$ cat config.mk
export PLATFORM = sky130hd
export DESIGN_NAME = pc_gen
export DESIGN_NICKNAME = d
export VERILOG_FILES = /design/src/rtl/pc_gen.sv
export SDC_FILE = /design/constraint.sdc
export NUM_CORES = 1
export LEC_CHECK = 0
export CAP_MARGIN = 25
export CORE_AREA = 2 2 105 127
export DETAILED_ROUTE_END_ITERATION = 10
export DIE_AREA = 0 0 107 129
export PLACE_DENSITY = 0.83
export SYNTH_ARGS = -nofsm -noshare
export SYNTH_HDL_FRONTEND = slang
export SYNTH_SLANG_ARGS = --single-unit
$ cat constraint.sdc
create_clock -name clk -period 6 [get_ports clk]
set_input_delay 1.2 -clock clk [delete_from_list [all_inputs] [get_ports clk]]
set_output_delay 1.2 -clock clk [all_outputs]
set_load 0.02 [all_outputs]
$ cat src/rtl/pc_gen.sv
// ---------------------------------------------------------------------------
// pc_gen : program-counter generator for the RISC-V fetch stage.
//
// Produces the fetch address and a valid flag for the instruction memory.
// After reset it spends one BOOT cycle with fetch_valid low, then runs.
// In RUN the PC either takes a redirect (trap, mret, taken branch, jal,
// jalr, in that priority) or steps sequentially when the fetch handshake
// completes and the pipeline is not stalled. A misaligned branch/jal/jalr
// target parks the generator in FAULT until a trap arrives.
//
// Ports:
//   clk            rising-edge clock
//   rst            asynchronous active-low reset
//   stall          holds the sequential PC (redirects still apply)
//   fetch_ready    instruction memory accepts pc_out
//   fetch_valid    pc_out is a valid fetch address
//   pc_out         current fetch address
//   inst_is_16     current instruction is compressed (C_EXT=1 only)
//   branch/branch_res/branch_add   conditional branch request and target
//   jal/jal_add    jal request and target
//   jalr/jalr_add  jalr request and target (bit 0 cleared internally)
//   trap/trap_vec  trap request and handler address (bits [1:0] cleared)
//   mret/mepc_in   trap return request and return address
//   misalign_fault sticky flag for a misaligned redirect target
//   fault_addr     the offending target of the last fault
//   redirect_cnt   saturating count of redirects taken
// ---------------------------------------------------------------------------
module pc_gen #(
   parameter int               XLEN         = 32,
   parameter logic [XLEN-1:0]  RESET_VECTOR = '0,
   parameter int               C_EXT        = 0,
   parameter int               CNT_W        = 16
) (
   input  logic             clk,
   input  logic             rst,
   input  logic             stall,
   input  logic             fetch_ready,
   output logic             fetch_valid,
   output logic [XLEN-1:0]  pc_out,
   input  logic             inst_is_16,
   input  logic             branch,
   input  logic             branch_res,
   input  logic [XLEN-1:0]  branch_add,
   input  logic             jal,
   input  logic [XLEN-1:0]  jal_add,
   input  logic             jalr,
   input  logic [XLEN-1:0]  jalr_add,
   input  logic             trap,
   input  logic [XLEN-1:0]  trap_vec,
   input  logic             mret,
   input  logic [XLEN-1:0]  mepc_in,
   output logic             misalign_fault,
   output logic [XLEN-1:0]  fault_addr,
   output logic [CNT_W-1:0] redirect_cnt
);

   // Low address bits that must be zero for a legal instruction address.
   localparam logic [XLEN-1:0] ALIGN_MASK = (C_EXT != 0) ? XLEN'(1) : XLEN'(3);

   typedef enum logic [1:0] {
      BOOT,
      RUN,
      FAULT
   } state_t;

   state_t            state, state_nxt;
   logic [XLEN-1:0]   pc_nxt;
   logic              fault_nxt;
   logic [XLEN-1:0]   fault_addr_nxt;
   logic [CNT_W-1:0]  cnt_nxt;

   logic [XLEN-1:0]   trap_tgt;
   logic [XLEN-1:0]   mret_tgt;
   logic [XLEN-1:0]   ctl_tgt;
   logic              branch_taken;
   logic              ctl_req;
   logic              ctl_misaligned;
   logic [XLEN-1:0]   seq_step;
   logic [CNT_W-1:0]  cnt_inc;

   // Target preparation. trap and mret targets are forced aligned so they
   // can never fault; branch/jal/jalr share one alignment check because
   // only the highest-priority one of them can be applied in a cycle.
   always_comb begin
      trap_tgt       = trap_vec & ~XLEN'(3);
      mret_tgt       = mepc_in & ~ALIGN_MASK;
      branch_taken   = branch && branch_res;
      ctl_req        = branch_taken || jal || jalr;
      if (branch_taken) begin
         ctl_tgt = branch_add;
      end else if (jal) begin
         ctl_tgt = jal_add;
      end else begin
         ctl_tgt = jalr_add & ~XLEN'(1);
      end
      ctl_misaligned = (ctl_tgt & ALIGN_MASK) != '0;
      seq_step       = ((C_EXT != 0) && inst_is_16) ? XLEN'(2) : XLEN'(4);
      cnt_inc        = (redirect_cnt == '1) ? redirect_cnt : redirect_cnt + CNT_W'(1);
   end

   // State and datapath registers; reset returns everything to the
   // power-on values immediately, whatever state we were in.
   always_ff @(posedge clk or negedge rst) begin
      if (!rst) begin
         state          <= BOOT;
         pc_out         <= RESET_VECTOR;
         misalign_fault <= 1'b0;
         fault_addr     <= '0;
         redirect_cnt   <= '0;
      end else begin
         state          <= state_nxt;
         pc_out         <= pc_nxt;
         misalign_fault <= fault_nxt;
         fault_addr     <= fault_addr_nxt;
         redirect_cnt   <= cnt_nxt;
      end
   end

   // Next-state and next-PC selection. Redirects ignore stall and
   // fetch_ready; the sequential step needs a completed handshake.
   // In FAULT only a trap is honoured, and it clears the fault.
   always_comb begin
      state_nxt      = state;
      pc_nxt         = pc_out;
      fault_nxt      = misalign_fault;
      fault_addr_nxt = fault_addr;
      cnt_nxt        = redirect_cnt;
      case (state)
         BOOT: begin
            state_nxt = RUN;
         end
         RUN: begin
            if (trap) begin
               pc_nxt  = trap_tgt;
               cnt_nxt = cnt_inc;
            end else if (mret) begin
               pc_nxt  = mret_tgt;
               cnt_nxt = cnt_inc;
            end else if (ctl_req) begin
               if (ctl_misaligned) begin
                  state_nxt      = FAULT;
                  fault_nxt      = 1'b1;
                  fault_addr_nxt = ctl_tgt;
               end else begin
                  pc_nxt  = ctl_tgt;
                  cnt_nxt = cnt_inc;
               end
            end else if (fetch_valid && fetch_ready && !stall) begin
               pc_nxt = pc_out + seq_step;
            end
         end
         FAULT: begin
            if (trap) begin
               state_nxt = RUN;
               pc_nxt    = trap_tgt;
               fault_nxt = 1'b0;
               cnt_nxt   = cnt_inc;
            end
         end
         default: begin
            state_nxt = BOOT;
         end
      endcase
   end

   // Fetch addresses are only offered while running.
   always_comb begin
      fetch_valid = (state == RUN);
   end

endmodule

## Yosys cells after proc, flatten, opt, wreduce, memory -nomap -nowiden

Index checks and enable logic that the tools add are counted.

| cells by class | value |
|---|---|
| $add $sub $neg | 2 |
| equality and inequality tests | 12 |
| mux-type cells | 28 |
| bitwise operators | 2 |
| reduce and logical (&&, ||, !) cells | 14 |

Operators with widths:

| operator | count |
|---|---|
| 32-bit 2-to-1 mux | 8 |
| 16-bit 2-to-1 mux | 6 |
| 32-bit case mux with 2 select lines | 1 |
| 32-bit by 3-bit adder with 32-bit output, second input constant | 1 |
| 16-bit case mux with 2 select lines | 1 |
| 32-bit nonzero test | 1 |
| 16-bit by 1-bit adder with 16-bit output, second input constant | 1 |
| 16-bit == test, second input constant | 1 |
| 2-bit 2-to-1 mux | 5 |
| 5-bit AND reduction | 2 |
| 4-bit AND reduction | 2 |
| 2-bit != test, second input constant | 3 |
| 2-bit case mux with 3 select lines | 1 |
| 6-bit AND reduction | 1 |
| 1-bit 2-to-1 mux | 5 |
| 5-bit by 1-bit != test with 1-bit output, second input constant | 1 |
| 5-bit != test, second input constant | 1 |
| 2-bit by 1-bit != test with 1-bit output, second input constant | 2 |
| 4-bit by 1-bit != test with 1-bit output, second input constant | 1 |
| 4-bit != test, second input constant | 1 |
| 1-bit logical AND | 3 |
| 2-bit by 1-bit == test with 1-bit output, second input constant | 1 |
| 2-bit == test, second input constant | 1 |
| 2-bit logical NOT | 1 |
| other kinds (5) | 7 |

| storage, ports and cells | value |
|---|---|
| flip-flop bits (word level) | 83 |
| input port bits | 171 |
| output and inout bits | 82 |
| logic and storage cells | 63 |

## Depth between registers and ports, before layout

Gate-level depths: netlist of run 1.

| depth | value |
|---|---|
| depth after elaboration | 8 |
| mapped depth | 10 |
| depth with buffers taken out | 7 |

## Least setup slack after synthesis of run 1

OpenSTA, ideal clock, no wires.

| timing | value |
|---|---|
| kind | in2reg |
| start | input port jalr |
| end | register fault_addr[10] |
| setup time | 0.125 ns |
| arrival time | 2.824 ns |
| slack | 3.052 ns |
| stages | 6 |
| buffers on the path | 3 |
| cells stage by stage | buf_2 a211o_1 clkbuf_1 nand3_1 clkbuf_1 mux2_2 |

| between the ends | value |
|---|---|
| word-level cells in the longest chain between the ends | 2 |

Ends and longest elaborated chain:

| element | line | RTL |
|---|---|---|
| start: declaration | 46 | `input logic jalr,` |
| 1-bit logical OR | 88 | `ctl_req = branch_taken \|\| jal \|\| jalr;` |
| 5-bit AND reduction (no source line) | - |  |
| end signal: assignment | 114 | `fault_addr <= fault_addr_nxt;` |
| end: declaration | 53 | `output logic [XLEN-1:0] fault_addr,` |

No other way between the ends.
A chain may end at the register's enable or synchronous reset.

## Final worst setup path of run 1

| timing | value |
|---|---|
| start | input port branch_res |
| end | register fault_addr[24] |

| between the ends | value |
|---|---|
| word-level cells in the longest chain between the ends | 4 |
| elaborated cells between the ends (all ways) | 6 |
| classes of those cells | mux: 1; reduce/logical: 5 |

Ends and longest elaborated chain:

| element | line | RTL |
|---|---|---|
| start: declaration | 42 | `input logic branch_res,` |
| 1-bit logical AND (*) | 87 | `branch_taken = branch && branch_res;` |
| 32-bit 2-to-1 mux / 1-bit logical OR (equally long branches) | 89, 88 |  |
| 32-bit nonzero test / 1-bit logical OR (equally long branches) | 96, 88 |  |
| 5-bit AND reduction (no source line) | - |  |

Mark *: on every way between the ends. The rest lies on a longest branch, timed or not.

==> impl_metrics.py, run 1 <==
metrics = {
    "worst_setup_path": {
        "critPathMaxFanout": 36,
        "arrival_ps": 4740,
        "worstSetupPathType": "in -> reg",
        "end_kind": "register",
        "required_ps": 6220,
        "start_kind": "input port",
    },
    "synthesis": {
        "syn_avg_cell_area_sq_um": 8.762,
        "synth_nets": 827,
        "synth_enable_flop_cells": 0,
        "yosysWarnings": 0,
        "synthArstFlopShare_pct": 100.0,
        "synth-seq-cells": 83,
        "netlist_area_sq_um": 5695,
        "ys.flop_type": "dfrtp_1",
        "ys_types": 67,
        "synth_cells": 650,
        "ys_seq_area_share_pct": 36.47,
    },
    "grt": {
        "grt_use_total_pct": 32.80,
        "grt_max_degree": 59,
        "antenna_found_initial": 0,
        "grt_pass1_wl_um": 34850,
        "overflow": 0,
        "grt_pass1_vias": 6335,
    },
    "timing": {
        "setup_viol": 0,
        "relSlewSlack_pct": 31.48,
        "worst_pin_slew_ps": 1028,
        "timing.setup.tns_ps": 0,
        "clock_skew_ps": 6.876,
        "rsz0062_at_grt": "no",
        "slew_violations": 0,
        "hold_violations": 0,
        "fmax_ghz": 0.2211,
        "fin_crit_ps": 4522,
        "timing.final.crit_share_pct": 75.36,
    },
    "power": {
        "p_total_mw": 3.815,
        "netSwitchingFraction_pct": 43.13,
        "p_leak_nw": 3.357,
        "p_sw_mw": 1.646,
        "power_frac_comb_pct": 55.2,
        "power.share.clock_pct": 16.0,
        "p_int_mw": 2.169,
        "powerDensity_nw_per_um2": 442.4,
        "p_seq_share_pct": 28.8,
        "peakVddDrop_mv": 0.3368,
    },
    "clock_network": {
        "h-tree-depth": 3,
        "clockBufferDepth": 2,
        "cts_tree": "built",
        "post_cts_buffers": 0,
        "cts_buffers": 9,
        "path_clk_slew_ps": 60,
        "cts_resized": 0,
        "insertion_delay_ps": 340,
        "cts_sinks": 83,
        "cts_root_buf": "clkbuf_16",
        "hold_buffers": 0,
    },
    "run": {
        "maxCapViolCount": 0,
    },
    "finish": {
        "area.growth.synth_to_final_pct": 51.41,
        "nNetsFinal": 1047,
        "fin_util_pct": 68.68,
        "antenna_cells": 0,
        "drive_gt1_share_pct": 8.571,
    },
    "routing": {
        "drt-total-wl_um": 22750,
        "vias_per_cell": 6.225,
        "drtIter0Drc": 525,
        "wl_per_cell_um": 21.90,
        "via_count": 6468,
        "drtPass1Iterations": 6,
        "ant_nets": 0,
        "drc_errors": 0,
    },
    "floorplanning": {
        "core_sq_um": 12560,
        "rows": 45,
        "die_width_um": 107,
        "dieArea_sq_um": 13800,
        "fp.dieH_um": 129,
        "io_pins": 253,
        "start_util_pct": 45.36,
    },
    "place": {
        "dp_hpwl_um": 17050,
        "port_buffers": 246,
        "place_congestion": 0.9601,
    },
    "run_status": {
        "run_status": "completed",
    },
    "min_path": {
        "hold_path.class": "reg -> reg",
    },
}
[path summary, 6_finish.rpt]
kind	from	to	slack, ps	cells after the start
max	branch_res	fault_addr[24]	1480	7
min	fault_addr[8]	fault_addr[8]	490	2
max reg2reg	state[0]	pc_out[21]	2860	7
min reg2reg	fault_addr[8]	fault_addr[8]	490	2
max in group asynchronous	rst	fault_addr[20]	4600	2
min in group asynchronous	rst	fault_addr[12]	770	1
[flip-flops by register name (all words and copies together), names as in the netlist]
signal and flops:
fault_addr 32, pc_out 32, misalign_fault 1, state 2, redirect_cnt 16
[power by group through the flow]
stage                     Sequential (mW)  Clock [mW]  Combinational [mW]
after CTS                            1.09       0.617                2.06
final                                1.10       0.611                2.10
after floorplan                      1.32           0               0.883
after detailed placement             1.10           0                2.05
after global routing                 1.13       0.642                2.26
after global placement               1.09           0                2.00
[through the flow]
stage / worst slack (ps) / hold WS, ps / instance area (sq um) / std cells
6_report: 1478 / 492.4 / 8623 / 1039
5_1_grt: 1295 / 518.0 / 8623 / 1039
4_1_cts: 1574 / 496.1 / 8601 / 1037
3_5_place_dp: 1231 / 481.6 / 8277 / 1021
3_3_place_gp: 1307 / 468.0 / 8242 / 1019
2_1_floorplan: 3052 / 507.5 / 5695 / 650
[Yosys cell counts, types with 7 or more instances]
| cell type | n | area share, % |
|---|---|---|
| a21oi_1 | 29 | 2.5 |
| a221oi_1 | 14 | 2.2 |
| a22o_1 | 13 | 2.0 |
| a31oi_1 | 12 | 1.3 |
| and3_1 | 7 | 0.77 |
| and3b_1 | 8 | 1.2 |
| buf_2 | 7 | 0.62 |
| clkbuf_1 | 41 | 2.7 |
| dfrtp_1 | 83 | 36 |
| inv_1 | 8 | 0.53 |
| mux2_2 | 29 | 5.7 |
| mux2i_1 | 25 | 4.4 |
| nand2_1 | 71 | 4.7 |
| nand3_1 | 30 | 2.6 |
| nand3b_1 | 7 | 0.92 |
| nand4_1 | 11 | 1.2 |
| nor2_1 | 34 | 2.2 |
| nor3_1 | 14 | 1.2 |
| nor4_1 | 8 | 0.88 |
| o211ai_1 | 7 | 0.92 |
| o21ai_0 | 65 | 5.7 |
| o22ai_1 | 8 | 0.88 |
| xnor2_1 | 20 | 3.1 |
[cells by family (layout without fill, tap and decap cells)]
family / after synthesis / count (layout) / synth area share [%]
compound gates: 210 / 210 / 25.51
xor+xnor: 22 / 22 / 3.383
fa+ha+maj: 6 / 6 / 1.318
buf+inv: 58 / 283 / 3.976
flops: 83 / 83 / 36.47
mux: 54 / 54 / 10.13
simple gates: 217 / 217 / 19.22
[layer usage]
layer	GRT usage (%)	wire (um)	vias to the layer above	part of all wire, %
met5	0	0	-	0
li1	-	-	2922	-
met4	13.67	830	0	3.6
met1	40.65	8477	3077	37
met2	54.70	11080	407	49
met3	8.105	2360	62	10
[final cells by class]
cell class,count,area (sq um)
Clock buffer,9,225.2
Fill cell,972,3933
Tap cell,164,205.2
Sequential cell,83,2077
Clock inverter,7,98.84
Inverter,8,30.03
Timing Repair Buffer,259,2575
Multi-Input combinational cell,509,3412
[layout by cell type (no fill, tap or decap), types with 9 or more instances in the layout]
cell | Yosys | layout
a22o_1 | 13 | 13
a31oi_1 | 12 | 12
nand4_1 | 11 | 11
nand3_1 | 30 | 29
buf_4 | 0 | 12
dfrtp_1 | 83 | 83
a21oi_1 | 29 | 29
clkdlybuf4s50_1 | 0 | 243
clkbuf_16 | 0 | 9
o21ai_0 | 65 | 65
xnor2_1 | 20 | 20
nand2_1 | 71 | 71
a221oi_1 | 14 | 14
nor2_1 | 34 | 33
mux2_2 | 29 | 29
mux2i_1 | 25 | 25
nor3_1 | 14 | 14
[worst max-delay path, stage by stage]
cell and delay [ps]:
clkdlybuf4s50_1 790, buf_4 340, and2_1 200, buf_4 250, o31ai_1 510, nand3_2 850, mux2_2 580
No activity file was read; power rests on OpenSTA's default activity.
==> inputs of run 2 (changes only) <==
--- a/config.mk
+++ b/config.mk
@@ -6,10 +6,10 @@
 export NUM_CORES = 1
 export LEC_CHECK = 0
 export CAP_MARGIN = 25
-export CORE_AREA = 2 2 105 127
+export CORE_AREA = 2 2 114 138
 export DETAILED_ROUTE_END_ITERATION = 10
-export DIE_AREA = 0 0 107 129
-export PLACE_DENSITY = 0.83
+export DIE_AREA = 0 0 116 140
+export PLACE_DENSITY = 0.74
 export SYNTH_ARGS = -nofsm -noshare
 export SYNTH_HDL_FRONTEND = slang
 export SYNTH_SLANG_ARGS = --single-unit
==> constraint.sdc (replaced) <==
create_clock -name clk -period 3.63 [get_ports clk]
set_input_delay 0.726 -clock clk [delete_from_list [all_inputs] [get_ports clk]]
set_output_delay 0.726 -clock clk [all_outputs]
set_load 0.02 [all_outputs]
==> run 2 against run 1 <==
Effect of this change: worst hold slack lost 120 ps; cell count is 4.8% higher; register-to-register slack worse by 1700 ps; sequential cell count unchanged; clock skew shrank 0.95 ps; first-iteration DRC count is 6.7% higher; utilization decreased by 10 points; routed wire length is 5.1% lower; via count down 3.1%; die area grew 18%; total power is 59% higher; highest routed layer unchanged.
==> impl_metrics.py, run 2 (synthesized netlist as in run 1, its figures left out) <==
metrics = {
    "grt": {
        "grt_pass1_vias": 5928,
        "grt_max_degree": 46,
        "antenna_found_initial": 0,
        "grt_pass1_wl_um": 33080,
        "grt_use_total_pct": 26.24,
        "overflow": 0,
    },
    "clock_network": {
        "insertion_delay_ps": 340,
        "post_cts_buffers": 0,
        "cts_buffers": 9,
        "cts_resized": 0,
        "h-tree-depth": 3,
        "cts_sinks": 83,
        "hold_buffers": 0,
        "cts_tree": "built",
        "clockBufferDepth": 2,
        "path_clk_slew_ps": 70,
        "cts_root_buf": "clkbuf_16",
    },
    "power": {
        "p_int_mw": 3.432,
        "p_leak_nw": 3.377,
        "netSwitchingFraction_pct": 43.59,
        "power_frac_comb_pct": 56.0,
        "p_total_mw": 6.084,
        "p_sw_mw": 2.652,
        "p_seq_share_pct": 29.5,
        "power.share.clock_pct": 14.5,
        "peakVddDrop_mv": 0.5770,
        "powerDensity_nw_per_um2": 699.9,
    },
    "worst_setup_path": {
        "critPathMaxFanout": 11,
        "rrSetupSlack_ps": 1120,
        "end_kind": "register",
        "worstReg2RegStart": "pc_out[7]",
        "timing.rr.end": "pc_out[28]",
        "arrival_ps": 3140,
        "r2r_cells": 5,
        "start_kind": "input port",
        "worstSetupPathType": "in -> reg",
        "required_ps": 3910,
    },
    "routing": {
        "via_count": 6267,
        "drtIter0Drc": 560,
        "drc_errors": 0,
        "drt-total-wl_um": 21580,
        "wl_per_cell_um": 19.82,
        "drtPass1Iterations": 5,
        "ant_nets": 0,
        "vias_per_cell": 5.755,
    },
    "timing": {
        "rsz0062_at_grt": "no",
        "slew_violations": 0,
        "hold_violations": 0,
        "fin_crit_ps": 2856,
        "timing.final.crit_share_pct": 78.67,
        "timing.setup.tns_ps": 0,
        "clock_skew_ps": 5.929,
        "fmax_ghz": 0.3502,
        "worst_pin_slew_ps": 974.2,
        "setup_viol": 0,
        "relSlewSlack_pct": 34.81,
    },
    "min_path": {
        "hold_path.class": "in -> async",
    },
    "run": {
        "maxCapViolCount": 0,
    },
    "place": {
        "dp_hpwl_um": 16510,
        "dpl-instance-area_sq_um": 8417,
        "place_congestion": 0.9512,
        "port_buffers": 246,
    },
    "floorplanning": {
        "rows": 49,
        "core_sq_um": 14840,
        "start_util_pct": 38.39,
        "dieArea_sq_um": 16240,
        "die_width_um": 116,
        "fp.dieH_um": 140,
        "io_pins": 253,
    },
    "finish": {
        "drive_gt1_share_pct": 9.605,
        "nNetsFinal": 1058,
        "antenna_cells": 0,
        "top_regs": "fault_addr x32, pc_out x32, redirect_cnt x16",
        "mostFrequentLayoutCell": "clkdlybuf4s50_1",
        "stdcell_area_sq_um": 8693,
        "fillers": 1323,
        "area.growth.synth_to_final_pct": 52.64,
        "mostFrequentLayoutCells": "clkdlybuf4s50_1, dfrtp_1, nand2_1, o21ai_0, nor2_1",
    },
    "run_status": {
        "run_status": "completed",
    },
}
[run 2: changes by cell type in the layout (fill, tap and decap cells not counted), sizes merged]
| cell | delta |
|---|---|
| clkinvlp | +1 |
| inv | -1 |
| buf | +11 |
| clkbuf | +1 |
| bufinv | -2 |
[run 2: critical path, stage by stage]
cell and delay, ps:
clkdlybuf4s50_1 750, a211oi_2 130, buf_4 190, nor2_1 740
a221oi_1 270, nor3_1 200, a221o_1 130
[run 2: how the worst max path moves through the flow]
stage / depth (start not counted) / to / start
floorplan: 6 / fault_addr[10] / jalr
global placement: 7 / pc_out[24] / jalr
detailed placement: 7 / pc_out[24] / jalr
CTS: 7 / pc_out[24] / jalr
global route: 7 / fault_addr[2] / branch
finish: 7 / pc_out[24] / jalr
[run 2: metrics by stage]
stage / std cells / hold slack (ps) / utilization [%] / setup slack [ps]
final: 1089 / 370.3 / 58.59 / 774.3
after global placement: 1074 / 464.6 / 56.73 / 440.8
after detailed placement: 1074 / 484.3 / 56.73 / 470.4
after CTS: 1089 / 383.5 / 58.59 / 828.1
after floorplan: 650 / 430.4 / - / 1156
after global routing: 1089 / 410.5 / 58.59 / 642.4
[run 2: per-layer routing]
layer | vias to the layer above | share of wire [%] | track usage [%]
li1 | 2935 | - | -
met1 | 2952 | 42 | 34.97
met2 | 334 | 47 | 41.34
met3 | 46 | 8.1 | 6.015
met4 | 0 | 3.0 | 9.900
met5 | - | 0 | 0
[run 2: cell type report]
cell class / count / area (sq um) / share of cell area, %
inverters: 8 / 30.03 / 0.3454
clock inverters: 5 / 37.54 / 0.4318
clock buffers: 10 / 239.0 / 2.749
multi-input cells: 509 / 3412 / 39.25
repair buffers: 270 / 2643 / 30.40
well taps: 204 / 255.2 / 2.936
flip-flops and latches: 83 / 2077 / 23.89
[run 2: power groups by stage]
stage	clock network (mW)	registers (mW)	logic, mW
floorplan	0	2.19	1.46
global placement	0	1.78	3.35
detailed placement	0	1.80	3.39
CTS	0.902	1.79	3.41
global route	0.929	1.87	3.65
finish	0.880	1.79	3.41
==> inputs of run 3 (changes only) <==
==> constraint.sdc (replaced) <==
create_clock -name clk -period 2.4 [get_ports clk]
set_input_delay 0.48 -clock clk [delete_from_list [all_inputs] [get_ports clk]]
set_output_delay 0.48 -clock clk [all_outputs]
set_load 0.02 [all_outputs]
==> run 3 against run 2 <==
Effect of this change: clock power grew 57%; total power is 63% higher; utilization is 3.8 points higher; clock skew rose by 0.74 ps; die area did not move; combinational power increased by 73%; critical endpoint is now pc_out[30]; first-iteration DRC count is 7.5% higher; cell area is 6.6% higher; critical path depth fell by 1.
==> impl_metrics.py, run 3 (synthesized netlist as in run 1, its figures left out) <==
metrics = {
    "power": {
        "peakVddDrop_mv": 0.7958,
        "p_leak_nw": 3.707,
        "powerDensity_nw_per_um2": 1071,
    },
    "run_status": {
        "run_status": "completed",
    },
    "worst_setup_path": {
        "cp_slowest_cell": "or4_1",
        "cp_slowest_stage_delay_ps": 700,
        "rrSetupSlack_ps": 70,
        "cp_num_buf_inv": 0,
        "start_kind": "register",
        "worstSetupPathType": "reg -> reg",
        "path_cells": "ha_1, nand3_4, or4_1, or3_4, o41ai_2, a22o_1",
        "required_ps": 2670,
        "arrival_ps": 2600,
        "end_kind": "register",
        "critPathMaxFanout": 8,
        "critPathTopFamily": "simple AND/OR/NAND/NOR gates",
    },
    "finish": {
        "fillers": 1289,
        "top_regs": "fault_addr x32, pc_out x32, redirect_cnt x16",
        "stdcell_area_sq_um": 9264,
        "area.growth.synth_to_final_pct": 62.65,
        "drive_gt1_share_pct": 15.56,
        "mostFrequentLayoutCells": "clkdlybuf4s50_1, dfrtp_1, buf_4, nand2_1, o21ai_0",
        "layoutNonFillerInstCount": 1149,
        "antenna_cells": 0,
        "nNetsFinal": 1118,
        "mostFrequentLayoutCell": "clkdlybuf4s50_1",
    },
    "routing": {
        "drt-total-wl_um": 22300,
        "drc_errors": 0,
        "drtIter0Drc": 602,
        "vias_per_cell": 5.701,
        "ant_nets": 0,
        "drtPass1Iterations": 5,
        "via_count": 6551,
        "wl_per_cell_um": 19.41,
    },
    "floorplanning": {
        "core_sq_um": 14840,
        "rows": 49,
        "dieArea_sq_um": 16240,
        "io_pins": 253,
        "fp.dieH_um": 140,
        "start_util_pct": 38.39,
        "die_width_um": 116,
    },
    "grt": {
        "grt_pass1_wl_um": 33980,
        "antenna_found_initial": 0,
        "overflow": 0,
        "grt_max_degree": 48,
        "grt_pass1_vias": 6234,
        "grt_use_total_pct": 26.89,
    },
    "clock_network": {
        "clockBufferDepth": 2,
        "cts_root_buf": "clkbuf_16",
        "path_clk_slew_ps": 60,
        "h-tree-depth": 3,
        "cts_buffers": 9,
        "cts_tree": "built",
        "cts_sinks": 83,
        "insertion_delay_ps": 340,
    },
    "timing": {
        "timing.final.crit_share_pct": 96.90,
        "rsz0062_at_grt": "yes",
        "slew_violations": 0,
        "timing.final.ws_setup_ps": 74.30,
        "worst_pin_slew_ps": 756.3,
        "fmax_ghz": 0.4300,
        "hold_ws_ps": 156.0,
        "relSlewSlack_pct": 49.13,
        "setup_viol": 0,
        "fin_crit_ps": 2326,
        "clock_skew_ps": 6.666,
        "hold_violations": 0,
    },
    "run": {
        "maxCapViolCount": 0,
    },
    "min_path": {
        "hold_path.class": "in -> async",
    },
    "place": {
        "port_buffers": 246,
        "dp_worst_setup_slack_ps": -271.4,
        "dpl-instance-area_sq_um": 8955,
        "dp_hpwl_um": 17270,
        "place_congestion": 0.9157,
        "placedCellCount": 1134,
    },
}
-- run 3: report_power, final --
group	leakage [nW]	switching [mW]	internal, mW
sequential	1.02	0.595	2.04
combinational	2.55	2.97	2.94
clock	0.134	0.582	0.798
-- run 3: per-stage QoR --
stage	total power [mW]	utilization [%]	setup TNS, ps
after CTS	9.881	62.27	0
after floorplan	5.514	-	0
final	9.925	62.44	0
after global routing	10.51	62.44	-5.131
after detailed placement	8.477	60.36	-6946
after global placement	8.404	60.36	-4825
-- run 3: final cells by class --
class	instances	area [sq um]	share of cell area, %
Clock buffer	10	229.0	2.472
Clock inverter	5	55.05	0.5943
Inverter	8	30.03	0.3241
Multi-Input combinational cell	509	3437	37.10
Sequential cell	83	2077	22.42
Tap cell	204	255.2	2.755
Timing Repair Buffer	330	3181	34.33
-- run 3: routing by layer --
layer  track usage (%)  routed length (um)
met1             35.48                9051
met2             43.43               10580
met3             5.971                1960
met4             9.148                 713
met5                 0                   0
-- run 3: what timing repair did --
action | in CTS | in global routing
hold buffers | 0 | 0
buffers inserted | 0 | 0
endpoints found under the setup margin | 0 | 10
gates resized for setup | 0 | 6
-- run 3: worst paths after layout --
check | startpoint | to | cells after the start
min | rst | fault_addr[2] | 1
min in group clk | fault_addr[0] | fault_addr[0] | 2
max | pc_out[2] | pc_out[30] | 6
max in group asynchronous | rst | pc_out[24] | 2
max reg2reg | pc_out[2] | pc_out[30] | 6
min reg2reg | fault_addr[0] | fault_addr[0] | 2
